`config.mk`:
```
export PLATFORM = sky130hd
export DESIGN_NAME = polygon_draw_sequencer
export DESIGN_NICKNAME = d
export VERILOG_FILES = /design/src/rtl/gfx_pkg.sv /design/src/rtl/polygon_vertex_buffer.sv /design/src/rtl/polygon_draw_sequencer.sv
export SDC_FILE = /design/constraint.sdc
export NUM_CORES = 1
export LEC_CHECK = 0
export ABC_AREA = 1
export CORE_MARGIN = 5
export CORE_UTILIZATION = 61
export DETAILED_ROUTE_END_ITERATION = 8
export PLACE_DENSITY = 0.81
export RECOVER_POWER = 50
export REMOVE_ABC_BUFFERS = 1
export SYNTH_ARGS = -nofsm -noshare
export SYNTH_HDL_FRONTEND = slang
export SYNTH_HIERARCHICAL = 1
export SYNTH_SLANG_ARGS = --single-unit
```
`constraint.sdc`:
```
create_clock -name clock -period 5.6 [get_ports clock]
set_input_delay 0.84 -clock clock [delete_from_list [all_inputs] [get_ports clock]]
set_output_delay 0.84 -clock clock [all_outputs]
set_load 0.1 [all_outputs]
```
`src/rtl/gfx_pkg.sv`:
```
// Shared graphics types for the polygon draw path.
//   CORDW       - coordinate width in bits
//   vertex_t    - packed {x, y} vertex
//   seq_state_e - draw sequencer FSM state
package gfx_pkg;

  localparam int unsigned CORDW = 16;

  typedef struct packed {
    logic [CORDW-1:0] x;
    logic [CORDW-1:0] y;
  } vertex_t;

  typedef enum logic [1:0] {
    StCollect,
    StStart,
    StWait,
    StFinish
  } seq_state_e;

endpackage

```
`src/rtl/polygon_vertex_buffer.sv`:
```
// Vertex register file for the polygon draw sequencer.
// Writes append at the current count; two combinational read ports serve the
// two endpoints of the edge being set up.
//   clk_i, rst_i   - clock, synchronous active-high reset
//   clr_i          - empty the buffer (wins over a same-cycle write)
//   we_i, wdata_i  - append one vertex (ignored when full)
//   rd_a_idx_i/_o  - read port A (edge start vertex)
//   rd_b_idx_i/_o  - read port B (edge end vertex)
//   count_o        - vertices held
//   full_o         - count_o == MaxVerts
module polygon_vertex_buffer
  import gfx_pkg::*;
#(
  parameter int unsigned MaxVerts = 8,
  localparam int unsigned IdxW = $clog2(MaxVerts),
  localparam int unsigned CntW = $clog2(MaxVerts + 1)
) (
  input  logic            clk_i,
  input  logic            rst_i,
  input  logic            clr_i,
  input  logic            we_i,
  input  vertex_t         wdata_i,
  input  logic [IdxW-1:0] rd_a_idx_i,
  input  logic [IdxW-1:0] rd_b_idx_i,
  output vertex_t         rd_a_o,
  output vertex_t         rd_b_o,
  output logic [CntW-1:0] count_o,
  output logic            full_o
);

  vertex_t         mem_q [MaxVerts];
  logic [CntW-1:0] count_q;
  logic [IdxW-1:0] wr_idx;
  logic            wr_en;

  assign full_o  = (count_q == CntW'(MaxVerts));
  assign wr_en   = we_i && !clr_i && !full_o;
  assign wr_idx  = count_q[IdxW-1:0];
  assign count_o = count_q;

  always_ff @(posedge clk_i) begin
    if (rst_i || clr_i) begin
      count_q <= '0;
    end else if (wr_en) begin
      count_q <= count_q + CntW'(1);
    end
  end

  always_ff @(posedge clk_i) begin
    if (wr_en) begin
      mem_q[wr_idx] <= wdata_i;
    end
  end

  // Write-through reads: the frame can close in the same cycle as the final
  // y word, and the edge endpoint registers must already see that vertex.
  always_comb begin
    rd_a_o = mem_q[rd_a_idx_i];
    rd_b_o = mem_q[rd_b_idx_i];
    if (wr_en && (rd_a_idx_i == wr_idx)) rd_a_o = wdata_i;
    if (wr_en && (rd_b_idx_i == wr_idx)) rd_b_o = wdata_i;
  end

endmodule

```
`src/rtl/polygon_draw_sequencer.sv`:
```
// Polygon draw sequencer: buffers a vertex list streamed as alternating x/y
// words, then drives the line rasterizer once per edge with a start/ready
// request and a done strobe per line.
// Build option: define POLY_CLOSE_EDGE_EN to also draw vertex n-1 -> vertex 0.
// Ports:
//   clock, reset       - clock, synchronous active-high reset
//   word_valid/data    - received word strobe and payload (x, y, x, y...)
//   frame_end          - frame close strobe
//   line_start/ready   - edge request handshake to the rasterizer
//   line_x0..line_y1   - registered edge endpoints
//   line_done          - rasterizer finished the current edge
//   busy               - draw sequence in progress
//   frame_done         - one-cycle strobe after the last edge
//   overflow           - sticky, words dropped while the buffer was full
//   vert_count         - vertices held
module polygon_draw_sequencer
  import gfx_pkg::*;
#(
  parameter int unsigned CORDW     = gfx_pkg::CORDW,
  parameter int unsigned MAX_VERTS = 8
) (
  input  logic                           clock,
  input  logic                           reset,
  input  logic                           word_valid,
  input  logic [CORDW-1:0]               word_data,
  input  logic                           frame_end,
  output logic                           line_start,
  input  logic                           line_ready,
  output logic [CORDW-1:0]               line_x0,
  output logic [CORDW-1:0]               line_y0,
  output logic [CORDW-1:0]               line_x1,
  output logic [CORDW-1:0]               line_y1,
  input  logic                           line_done,
  output logic                           busy,
  output logic                           frame_done,
  output logic                           overflow,
  output logic [$clog2(MAX_VERTS+1)-1:0] vert_count
);

  localparam int unsigned IdxW = $clog2(MAX_VERTS);
  localparam int unsigned CntW = $clog2(MAX_VERTS + 1);

  seq_state_e      state_q, state_d;
  logic [CORDW-1:0] pend_x_q, pend_x_d;
  logic            have_x_q, have_x_d;
  logic [IdxW-1:0] edge_q, edge_d;
  logic            ovf_q, ovf_d;
  vertex_t         ep_a_q, ep_a_d;
  vertex_t         ep_b_q, ep_b_d;

  logic            buf_we;
  logic            buf_clr;
  vertex_t         buf_wdata;
  logic [IdxW-1:0] rd_a_idx;
  logic [IdxW-1:0] rd_b_idx;
  vertex_t         rd_a;
  vertex_t         rd_b;
  logic [CntW-1:0] count;
  logic            full;

  logic [CntW-1:0] n_eff;
  logic [CntW-1:0] last_edge;
  logic [CntW-1:0] nxt;
  logic            drawing_d;

  polygon_vertex_buffer #(
    .MaxVerts (MAX_VERTS)
  ) u_buf (
    .clk_i      (clock),
    .rst_i      (reset),
    .clr_i      (buf_clr),
    .we_i       (buf_we),
    .wdata_i    (buf_wdata),
    .rd_a_idx_i (rd_a_idx),
    .rd_b_idx_i (rd_b_idx),
    .rd_a_o     (rd_a),
    .rd_b_o     (rd_b),
    .count_o    (count),
    .full_o     (full)
  );

  // Index of the final edge; only consulted while drawing, when count >= 2.
`ifdef POLY_CLOSE_EDGE_EN
  assign last_edge = count - CntW'(1);
`else
  assign last_edge = count - CntW'(2);
`endif

  always_comb begin
    state_d   = state_q;
    pend_x_d  = pend_x_q;
    have_x_d  = have_x_q;
    edge_d    = edge_q;
    ovf_d     = ovf_q;
    buf_we    = 1'b0;
    buf_clr   = 1'b0;
    buf_wdata = '{x: pend_x_q, y: word_data};
    n_eff     = count;

    unique case (state_q)
      StCollect: begin
        if (word_valid) begin
          if (full) begin
            ovf_d = 1'b1;
          end else if (!have_x_q) begin
            pend_x_d = word_data;
            have_x_d = 1'b1;
          end else begin
            buf_we   = 1'b1;
            have_x_d = 1'b0;
          end
        end
        // Vertex count including a write landing this cycle.
        n_eff = count + CntW'(buf_we);
        if (frame_end) begin
          have_x_d = 1'b0;
          edge_d   = '0;
          if (n_eff >= CntW'(2)) begin
            state_d = StStart;
          end else begin
            buf_clr = 1'b1;
          end
        end
      end
      StStart: begin
        if (line_ready) state_d = StWait;
      end
      StWait: begin
        if (line_done) begin
          if (CntW'(edge_q) == last_edge) begin
            state_d = StFinish;
          end else begin
            edge_d  = edge_q + IdxW'(1);
            state_d = StStart;
          end
        end
      end
      StFinish: begin
        buf_clr  = 1'b1;
        ovf_d    = 1'b0;
        have_x_d = 1'b0;
        state_d  = StCollect;
      end
      default: state_d = StCollect;
    endcase
  end

  // Endpoint registers follow the next edge index so they are valid in the
  // first START cycle and hold through WAIT; zero outside a draw.
  always_comb begin
    drawing_d = (state_d == StStart) || (state_d == StWait);
    nxt       = CntW'(edge_d) + CntW'(1);
    rd_a_idx  = edge_d;
    rd_b_idx  = (nxt == n_eff) ? '0 : nxt[IdxW-1:0];
    ep_a_d    = drawing_d ? rd_a : '0;
    ep_b_d    = drawing_d ? rd_b : '0;
  end

  always_ff @(posedge clock) begin
    if (reset) begin
      state_q  <= StCollect;
      pend_x_q <= '0;
      have_x_q <= 1'b0;
      edge_q   <= '0;
      ovf_q    <= 1'b0;
      ep_a_q   <= '0;
      ep_b_q   <= '0;
    end else begin
      state_q  <= state_d;
      pend_x_q <= pend_x_d;
      have_x_q <= have_x_d;
      edge_q   <= edge_d;
      ovf_q    <= ovf_d;
      ep_a_q   <= ep_a_d;
      ep_b_q   <= ep_b_d;
    end
  end

  assign line_start = (state_q == StStart);
  assign busy       = (state_q != StCollect);
  assign frame_done = (state_q == StFinish);
  assign overflow   = ovf_q;
  assign vert_count = count;
  assign line_x0    = ep_a_q.x;
  assign line_y0    = ep_a_q.y;
  assign line_x1    = ep_b_q.x;
  assign line_y1    = ep_b_q.y;

endmodule
```
; Yosys cells after proc, flatten, opt, wreduce, memory -nomap -nowiden
; Memories as Yosys holds them, arrays and structs flattened. A register that Yosys moved wholly into a read port is not among the register bits.
; Index checks and enable logic that the tools add are counted.
[word_totals]
rom_bits = 0
wordCells = 71
memories = 1
latch_bits = 0
ram_bits = 256
inputBits = 22
ff_bits = 27
[op_classes]
addsub = 5
n_div = 0
bitwise_logic = 3
n_reduce_logical = 13
eq_ne = 12
mux = 30
n_shift = 0
order_cmp = 1
mul = 0
[mem_list]
columns = memory, words, word_bits, read_ports, rd_ports_with_merged_regs, write_ports, line_no
row1 = u_buf.mem_q, 8, 32, 2, 2, 1, polygon_vertex_buffer.sv:31  ; vertex_t mem_q [MaxVerts];
[ops]
columns = cell, count
row1 = $mux W1, 15
row2 = $mux W3, 4
row3 = $mux W2, 5
row4 = $pmux W2 S4, 1
row5 = $eq A2 B2 Y1 const B, 3
row6 = $ne A3 B3 Y1 const B, 2
row7 = $pmux W1 S2, 3
row8 = $pmux W3 S2, 1
row9 = $reduce_and A3 Y1, 2
row10 = $add A3 B1 Y4 const B, 1
row11 = $add A4 B1 Y4, 1
row12 = $add A4 B1 Y4 const B, 1
row13 = $eq A2 B1 Y1 const B, 2
row14 = $eq A3 B4 Y1, 1
row15 = $eq A4 B4 Y1, 1
row16 = $eq A4 B4 Y1 const B, 1
row17 = $ge A4 B2 Y1 const B, 1
row18 = $mux W4, 1
row19 = $reduce_and A4 Y1, 1
row20 = $reduce_bool A2 Y1, 2
row21 = $sub A4 B2 Y4 const B, 1
row22 = $add A3 B1 Y3 const B, 1
row23 = $not A1 Y1, 3
row24 = $logic_and A1 B1 Y1, 2
row25 = other kinds (6), 8

; Depth between registers and ports, before layout
; Gate-level depths: netlist (run 1).
[logic_depth]
word_depth = 14
mapped_depth = 30
depth_no_buf = 29

; By module
; The synthesis (run 1) kept the hierarchy.
[modules_own_cells]
columns = module, seq_area_each_um2, cells_per_inst, area_each_um2, n_inst
row1 = polygon_vertex_buffer, 7767.4, 1796, 14933.1, 1
row2 = polygon_draw_sequencer, 1741.7, 416, 3309.4, 1

; Worst setup path before layout (run 1)
; OpenSTA, ideal clock, no wires.
[synth_path]
kind = register to register
start = reg u_buf.count_q[1], in the netlist u_buf/count_o[1]
end = mem u_buf/mem_q[1][0] in the netlist's numbering, enable pin
n_path_buf = 1
setup_slack_ps = 563
arrival_ps = 4616
setup_time_ps = 421
synth_period_minus_slack_ps = 5037
required_ps = 5179
stages_incl_launch_ff = 20
path_cell_list = dfxtp_1 inv_2 ha_1 nand2_1 nor2_4 inv_1 nand2_1 nor2_1 ha_1 ha_1 xnor2_1 nand3b_1 or2_2 a21oi_1 inv_1 nand2_1 nor2_8 buf_6 nand2_1 nor2_1
[synth_between]
elab_chain_cells = 14
[synth_lines]
columns = element, line_no
row1 = start: declaration, polygon_vertex_buffer.sv:32  ; logic [CntW-1:0] count_q;
row2 = start signal: assignment, polygon_vertex_buffer.sv:45  ; count_q <= count_q + CntW'(1);
row3 = $eq A4 B4 Y1, polygon_vertex_buffer.sv:36  ; assign full_o = (count_q == CntW'(MaxVerts));
row4 = net full, polygon_draw_sequencer.sv:59  ; logic full;
row5 = $mux W1, polygon_draw_sequencer.sv:103  ; if (full) begin
row6 = $mux W1, polygon_draw_sequencer.sv:102  ; if (word_valid) begin
row7 = $mux W1, polygon_draw_sequencer.sv:100  ; unique case (state_q)
row8 = $add A4 B1 Y4, polygon_draw_sequencer.sv:114  ; n_eff = count + CntW'(buf_we);
row9 = $ge A4 B2 Y1, polygon_draw_sequencer.sv:118  ; if (n_eff >= CntW'(2)) begin
row10 = $mux W1, polygon_draw_sequencer.sv:118
row11 = $mux W1, polygon_draw_sequencer.sv:115  ; if (frame_end) begin
row12 = $pmux W1 S2, polygon_draw_sequencer.sv:100
row13 = net buf_clr, polygon_draw_sequencer.sv:52  ; logic buf_clr;
row14 = $logic_not A1 Y1, polygon_vertex_buffer.sv:37  ; assign wr_en = we_i && !clr_i && !full_o;
row15 = $logic_and A1 B1 Y1 (2 in a row), polygon_vertex_buffer.sv:37
row16 = $mux W1, polygon_vertex_buffer.sv:50  ; if (wr_en) begin
row17 = $mux W1 (not written as such), polygon_vertex_buffer.sv:51  ; mem_q[wr_idx] <= wdata_i;
row18 = end: declaration, polygon_vertex_buffer.sv:31
; The timed path passes the listed nets, and every way through them passes these cells. The select of a mux whose other input is x is not followed.

; Final worst setup path (run 1)
[layout_path]
start = reg u_buf.count_q[0], in the netlist u_buf/count_o[0]
end = reg ep_b_q, in the netlist line_y1[14]
[layout_rtl]
columns = element, line_no
row1 = $eq A4 B4 Y1, polygon_vertex_buffer.sv:36
row2 = net full, polygon_draw_sequencer.sv:59
row3 = $mux W1, polygon_draw_sequencer.sv:103
row4 = $mux W1, polygon_draw_sequencer.sv:102
row5 = $mux W1, polygon_draw_sequencer.sv:100
row6 = $add A4 B1 Y4, polygon_draw_sequencer.sv:114
row7 = $mux W4, polygon_draw_sequencer.sv:100
row8 = $eq A4 B4 Y1, polygon_draw_sequencer.sv:154  ; rd_b_idx = (nxt == n_eff) ? '0 : nxt[IdxW-1:0];
row9 = $mux W3, polygon_draw_sequencer.sv:154
row10 = net rd_b_idx[2], polygon_draw_sequencer.sv:55  ; logic [IdxW-1:0] rd_b_idx;
row11 = end signal: assignment, polygon_draw_sequencer.sv:175  ; ep_b_q <= ep_b_d;
row12 = end: declaration, polygon_draw_sequencer.sv:49  ; vertex_t ep_b_q, ep_b_d;
; The timed path passes the listed nets, and every way through them passes these cells. The select of a mux whose other input is x is not followed.
; A chain may end at the register's enable or synchronous reset.

==> results of run 1 <==
registers in the layout, indices dropped and copies added, names as in the netlist:
register,cells
u_buf/mem_q,256
line_y0,16
line_x0,16
u_buf/count_o,4
line_y1,16
pend_x_q,16
edge_q,3
line_x1,16
state_q,2
overflow,1
have_x_q,1
cells by family (layout without fill, tap and decap cells):
family                   Yosys count  count (layout)  share of synthesized area (%)
AND/OR/NAND/NOR                 1312            1312                          33.73
buffers and inverters            495             557                          11.56
flip-flops                       347             347                          52.13
AO/OA/AOI/OAI                     40              40                          1.262
adder cells (fa/ha/maj)           12              12                         0.8230
XOR/XNOR                           6               6                         0.4938
other                              0               1                              0
power groups by stage:
| stage | clock network [mW] | registers (mW) | logic (mW) |
|---|---|---|---|
| floorplan | 0 | 2.86 | 0.123 |
| global placement | 0 | 2.86 | 0.214 |
| detailed placement | 0 | 2.86 | 0.220 |
| CTS | 2.43 | 2.81 | 0.222 |
| global route | 2.55 | 2.81 | 0.240 |
| finish | 2.41 | 2.81 | 0.223 |
layer usage:
layer	GRT usage [%]	wire, um	vias to the layer above
met4	17.25	3096	0
met1	37.94	18090	7272
li1	-	-	7172
met5	0	0	-
met2	50.31	24310	1309
met3	7.100	7345	309
cells in the final DEF (no fill, tap or decap), types with 3 or more instances in the layout:
cell,count
a21oi_1,9
buf_12,4
buf_4,30
clkbuf_1,8
clkbuf_16,39
clkbuf_8,3
clkdlybuf4s50_1,18
clkinv_1,4
clkinv_2,10
clkinvlp_4,4
dfxtp_1,91
dlygate4sd3_1,75
edfxtp_1,256
ha_1,12
inv_1,352
inv_2,6
nand2_1,644
nand2_2,7
nand2_4,3
nand3_1,401
nand3_2,59
nand4_1,66
nor2_1,91
nor2_2,20
nor2_4,11
nor2_8,3
o21ai_0,25
xor2_1,3
worst max path at each step:
stage / startpoint / to / slack (ns)
floorplan: u_buf/count_o[2] / line_y1[4] / -7.64
global placement: frame_end / line_y1[5] / 0.84
detailed placement: frame_end / line_x1[3] / 0.76
CTS: u_buf/count_o[1] / line_y1[14] / 0.99
global route: u_buf/count_o[0] / line_y1[9] / 0.34
finish: u_buf/count_o[0] / line_y1[14] / 0.72
layout make-up:
type                    instances  area (sq um)
clock buffers                  48          1040
diodes                          1         2.502
flip-flops and latches        347          9509
repair buffers                129          1244
fillers                      2203          9080
multi-input cells            1370          6680
clock inverters                20         162.7
inverters                     360          1354
well taps                     390         488.0
critical path, stage by stage, from the launching register on:
cell and delay [ns]:
dfxtp_1 0.30, clkbuf_1 0.27, inv_2 0.20, ha_1 0.16, nand2_1 0.05, nor2_1 0.46, inv_1 0.08, nand2_1 0.15
nor2_1 0.09, ha_1 0.27, or2_2 0.29, o21ai_0 0.13, nand3_1 0.12, a21oi_1 0.15, nand2_1 0.07, nor2_1 0.43
nor2_4 0.18, xnor2_4 0.21, nand3_4 0.69, nand3_2 0.29, nand2_1 0.07, inv_1 0.07, nor2_2 0.04
through the flow:
| step | power (mW) | area (sq um) | hold slack (ns) | setup WS [ns] |
|---|---|---|---|---|
| after floorplan | 2.988 | 17480 | 0.4842 | -7.637 |
| after global placement | 3.073 | 19310 | 0.5416 | 0.8403 |
| after detailed placement | 3.080 | 19310 | 0.5426 | 0.7565 |
| after CTS | 5.460 | 20510 | 0.5584 | 0.9898 |
| after global routing | 5.599 | 20480 | 0.6095 | 0.3385 |
| final | 5.442 | 20480 | 0.5497 | 0.7157 |
==> flow_summary.yaml, run 1 <==
global_routing:
  grt.total_usage_pct: 30.80
  overflow: 0
  grt_pass1_wl_um: 81840
  antenna_found_initial: 1
  grt_max_degree: 129
  grt_pass1_vias: 15680
yosys:
  ys_types: 35
  ys.warnings.count: 6
  synth_area_leaders: "edfxtp_1 42%, nand2_1 13%, nand3_1 11%"
  synth_edf_count: 256
  syn_avg_cell_area_sq_um: 8.247
  synth_top_area_share_pct: 42.14
  synth-seq-cells: 347
  ys_seq_area_share_pct: 52.13
  yosysTopAreaCell: "edfxtp_1"
  synthArstFlopShare_pct: 0
  synth_common_cells: "644 x nand2_1, 401 x nand3_1, 354 x inv_1"
  synth_most_common_cell: "nand2_1"
  netlist_instances: 2212
  synth_flop_cell: "edfxtp_1"
  synth_area_sq_um: 18240
clocking:
  cts_resized: 0
  cts_buffers: 37
  cts_root_buffer: "clkbuf_16"
  post_cts_buffers: 0
  htreeDepth: 2
  path_clk_slew_ns: 0.06
  clockBufferDepth: 3
  cts_tree: "built"
  cts_hold_buf: 0
  cts_sinks: 347
  clk_latency_ns: 0.53
floorplan:
  rows: 63
  die_area_sq_um: 33460
  core_sq_um: 29560
  die_x_um: 182.9
  die-height_um: 182.9
  io_pins: 94
  start_util_pct: 61.71
setup_path:
  critPathMaxFanout: 32
  arrival_ns: 5.30
  cp.required_ns: 6.02
  timing.rr.start: "u_buf/count_o[0]"
  worstSetupEndpointType: "flip-flop"
  r2r_slack_ns: 0.72
  reg2regPathDepth: 22
  crit_type: "reg -> reg"
  setup.worst_path.start_class: "flip-flop"
  r2r_end: "line_y1[14]"
power_and_ir_drop:
  p_int_mw: 4.249
  p_per_area_nw_per_um2: 265.8
  vdd_ir_drop_max_mv: 0.3940
  switching_share_pct: 21.93
  power_frac_comb_pct: 4.1
  power.share.clock_pct: 44.3
  switchingPower_mw: 1.193
  cellLeakagePower_nw: 9.437
  p_seq_share_pct: 51.6
hold_path:
  min_from: "have_x_q"
  min_to: "have_x_q"
  holdPathStages: 2
  hp-class: "reg -> reg"
sta:
  hold_viol: 0
  drv_slew: 0
  max-slew-margin-rel_pct: 18.47
  worst_pin_slew_ns: 1.223
  timing.setup.tns_ns: 0
  grt_setup_unrepaired: "false"
  fmax_mhz: 204.7
  fin_crit_ns: 4.884
  fin_crit_sh_pct: 87.22
  setup_viol_count_final: 0
  fin_worst_skew_ns: 0.01814
detailed_routing:
  wl_per_cell_um: 19.83
  ant_nets: 0
  drt_first_pass_iters: 6
  drtIter0Drc: 2123
  finalWirelength_um: 52850
  viasPerCell: 6.027
  dr_total_vias: 16060
  drc: 0
flow_run:
  max_cap_viol_count: 0
final_layout:
  drive_above_1_share_pct: 9.235
  nets: 2279
  area_growth_pct: 12.26
  fin_util_pct: 69.28
  instances_no_fill: 2665
run_status:
  status: "finished clean"
place:
  portBuffers: 93
  dp_hpwl_um: 27510
  place.gp.congestion: 0.8846
  dp_cells: 2596
(Power assumes the default switching activity.)
==> inputs of run 2 (changes only) <==
- CORE_UTILIZATION: 61 -> 39
- CTS_CLUSTER_SIZE: default -> 14
- PLACE_DENSITY: 0.81 -> default
==> run 2 against run 1 <==
Effect of this change: fmax is 0.46% higher; sequential share of layout area is 0.94 points lower; sequential cell count stayed put; critical endpoint is now u_buf/mem_q[7][16].
==> flow_summary.yaml, run 2 (synthesis gave the netlist of run 1 again) <==
place:
  placed_area_sq_um: 19640
  dp_cells: 2820
  dp_hpwl_um: 30240
  place.gp.congestion: 0.8202
  portBuffers: 93
clocking:
  htreeDepth: 2
  cts_resized: 0
  path_clk_slew_ns: 0.06
  cts_root_buffer: "clkbuf_16"
  cts_buffers: 41
  cts_tree: "built"
  clk_latency_ns: 0.57
  clockBufferDepth: 3
  cts_sinks: 347
  post_cts_buffers: 0
  cts_hold_buf: 0
final_layout:
  postLayoutCellArea_sq_um: 20900
  largest_reg_flops: 256
  area_growth_pct: 14.57
  layout_commonest_cell: "nand2_1"
  nets: 2290
  instances_no_fill: 2897
  mostFrequentLayoutCells: "644 x nand2_1, 401 x nand3_1, 352 x inv_1, 256 x edfxtp_1"
  drive_above_1_share_pct: 9.480
  regMostFlops: "u_buf/mem_q"
  nFillCells: 4461
sta:
  max-slew-margin-rel_pct: 14.51
  timing.setup.tns_ns: 0
  worst_pin_slew_ns: 1.282
  fin_crit_sh_pct: 86.82
  hold_viol: 0
  setup_viol_count_final: 0
  fin_worst_skew_ns: 0.02093
  fmax_mhz: 205.7
  whs_ns: 0.5405
  fin_crit_ns: 4.862
  drv_slew: 0
  grt_setup_unrepaired: "false"
hold_path:
  hp-class: "reg -> reg"
floorplan:
  die_area_sq_um: 51200
  rows: 79
  die-height_um: 226.3
  core_sq_um: 46460
  io_pins: 94
  start_util_pct: 39.27
  die_x_um: 226.3
detailed_routing:
  drc: 0
  drtIter0Drc: 1542
  ant_nets: 0
  drt_first_pass_iters: 6
  viasPerCell: 5.341
  wl_per_cell_um: 19.58
  finalWirelength_um: 56710
  dr_total_vias: 15470
global_routing:
  grt_pass1_wl_um: 87310
  antenna_found_initial: 2
  grt.total_usage_pct: 21.94
  grt_max_degree: 129
  grt_pass1_vias: 15260
  overflow: 0
setup_path:
  r2r_slack_ns: 0.74
  cp.required_ns: 5.90
  worstSetupEndpointType: "flip-flop"
  arrival_ns: 5.16
  setup.worst_path.start_class: "flip-flop"
  crit_type: "reg -> reg"
  critPathMaxFanout: 17
power_and_ir_drop:
  vdd_ir_drop_max_mv: 0.1892
  power_mw: 5.615
  cellLeakagePower_nw: 9.510
  p_per_area_nw_per_um2: 268.6
flow_run:
  max_cap_viol_count: 0
run_status:
  status: "finished clean"
## run 2: cell count changes in the layout (fill, tap and decap cells not counted), moves of 2 or more
cell,before,now
buf_4,30,38
clkbuf_1,8,15
clkbuf_16,39,43
clkbuf_8,3,5
clkinv_2,10,8
clkinvlp_4,4,2
## run 2: through the flow
step                      setup WS (ns)  utilization [%]
after floorplan                  -7.637                -
final                            0.7380            44.99
after global routing             0.4225            44.99
after CTS                         1.026            45.06
after global placement           0.9295            42.27
after detailed placement         0.9142            42.27
## run 2: worst max-delay path, stage by stage (launching register included)
cell and delay (ns):
dfxtp_1 0.44, inv_1 0.23, ha_1 0.19, nand2_1 0.06
nor2_1 0.40, inv_1 0.08, nand2_1 0.15, nor2_1 0.06
ha_1 0.20, ha_1 0.19, xnor2_1 0.20, nand3b_1 0.12
or2_2 0.28, a21oi_1 0.18, inv_1 0.06, nand2_1 0.15
nor2_8 0.06, nand2_2 0.09, clkinv_1 0.90, buf_4 0.55
## run 2: cell type report
type	count	area [sq um]	share of cell area [%]
timing repair buffer	136	1300	6.220
antenna	1	2.502	0.01197
multi-input combinational	1370	6680	31.96
tap	607	759.5	3.634
clock buffer	62	1197	5.729
inverter	360	1354	6.477
clock inverter	14	98.84	0.4729
sequential	347	9509	45.50
## run 2: routing by layer
layer / wire, um / vias to the layer above / track usage, %
li1: - / 7204 / -
met1: 23700 / 7297 / 30.15
met2: 25550 / 828 / 34.65
met3: 5884 / 141 / 4.518
met4: 1569 / 2 / 7.801
met5: 13 / - / 0
## run 2: final timing paths
kind / end / startpoint / cells after the start
hold reg to reg: have_x_q / have_x_q / 2
setup / recovery: u_buf/mem_q[7][16] / u_buf/count_o[1] / 19
hold / removal: have_x_q / have_x_q / 2
setup reg to reg: u_buf/mem_q[7][16] / u_buf/count_o[1] / 19
## run 2: power breakdown
part	switching, mW	internal, mW	leakage, nW
clock	1.06	1.52	0.631
sequential	0.0302	2.78	3.06
combinational	0.163	0.0619	5.82
==> inputs of run 3 (changes only) <==
- GPL_TIMING_DRIVEN: default -> 1
==> results of run 3 <==
The final DEF is identical to that of run 2; final timing and power are the same.
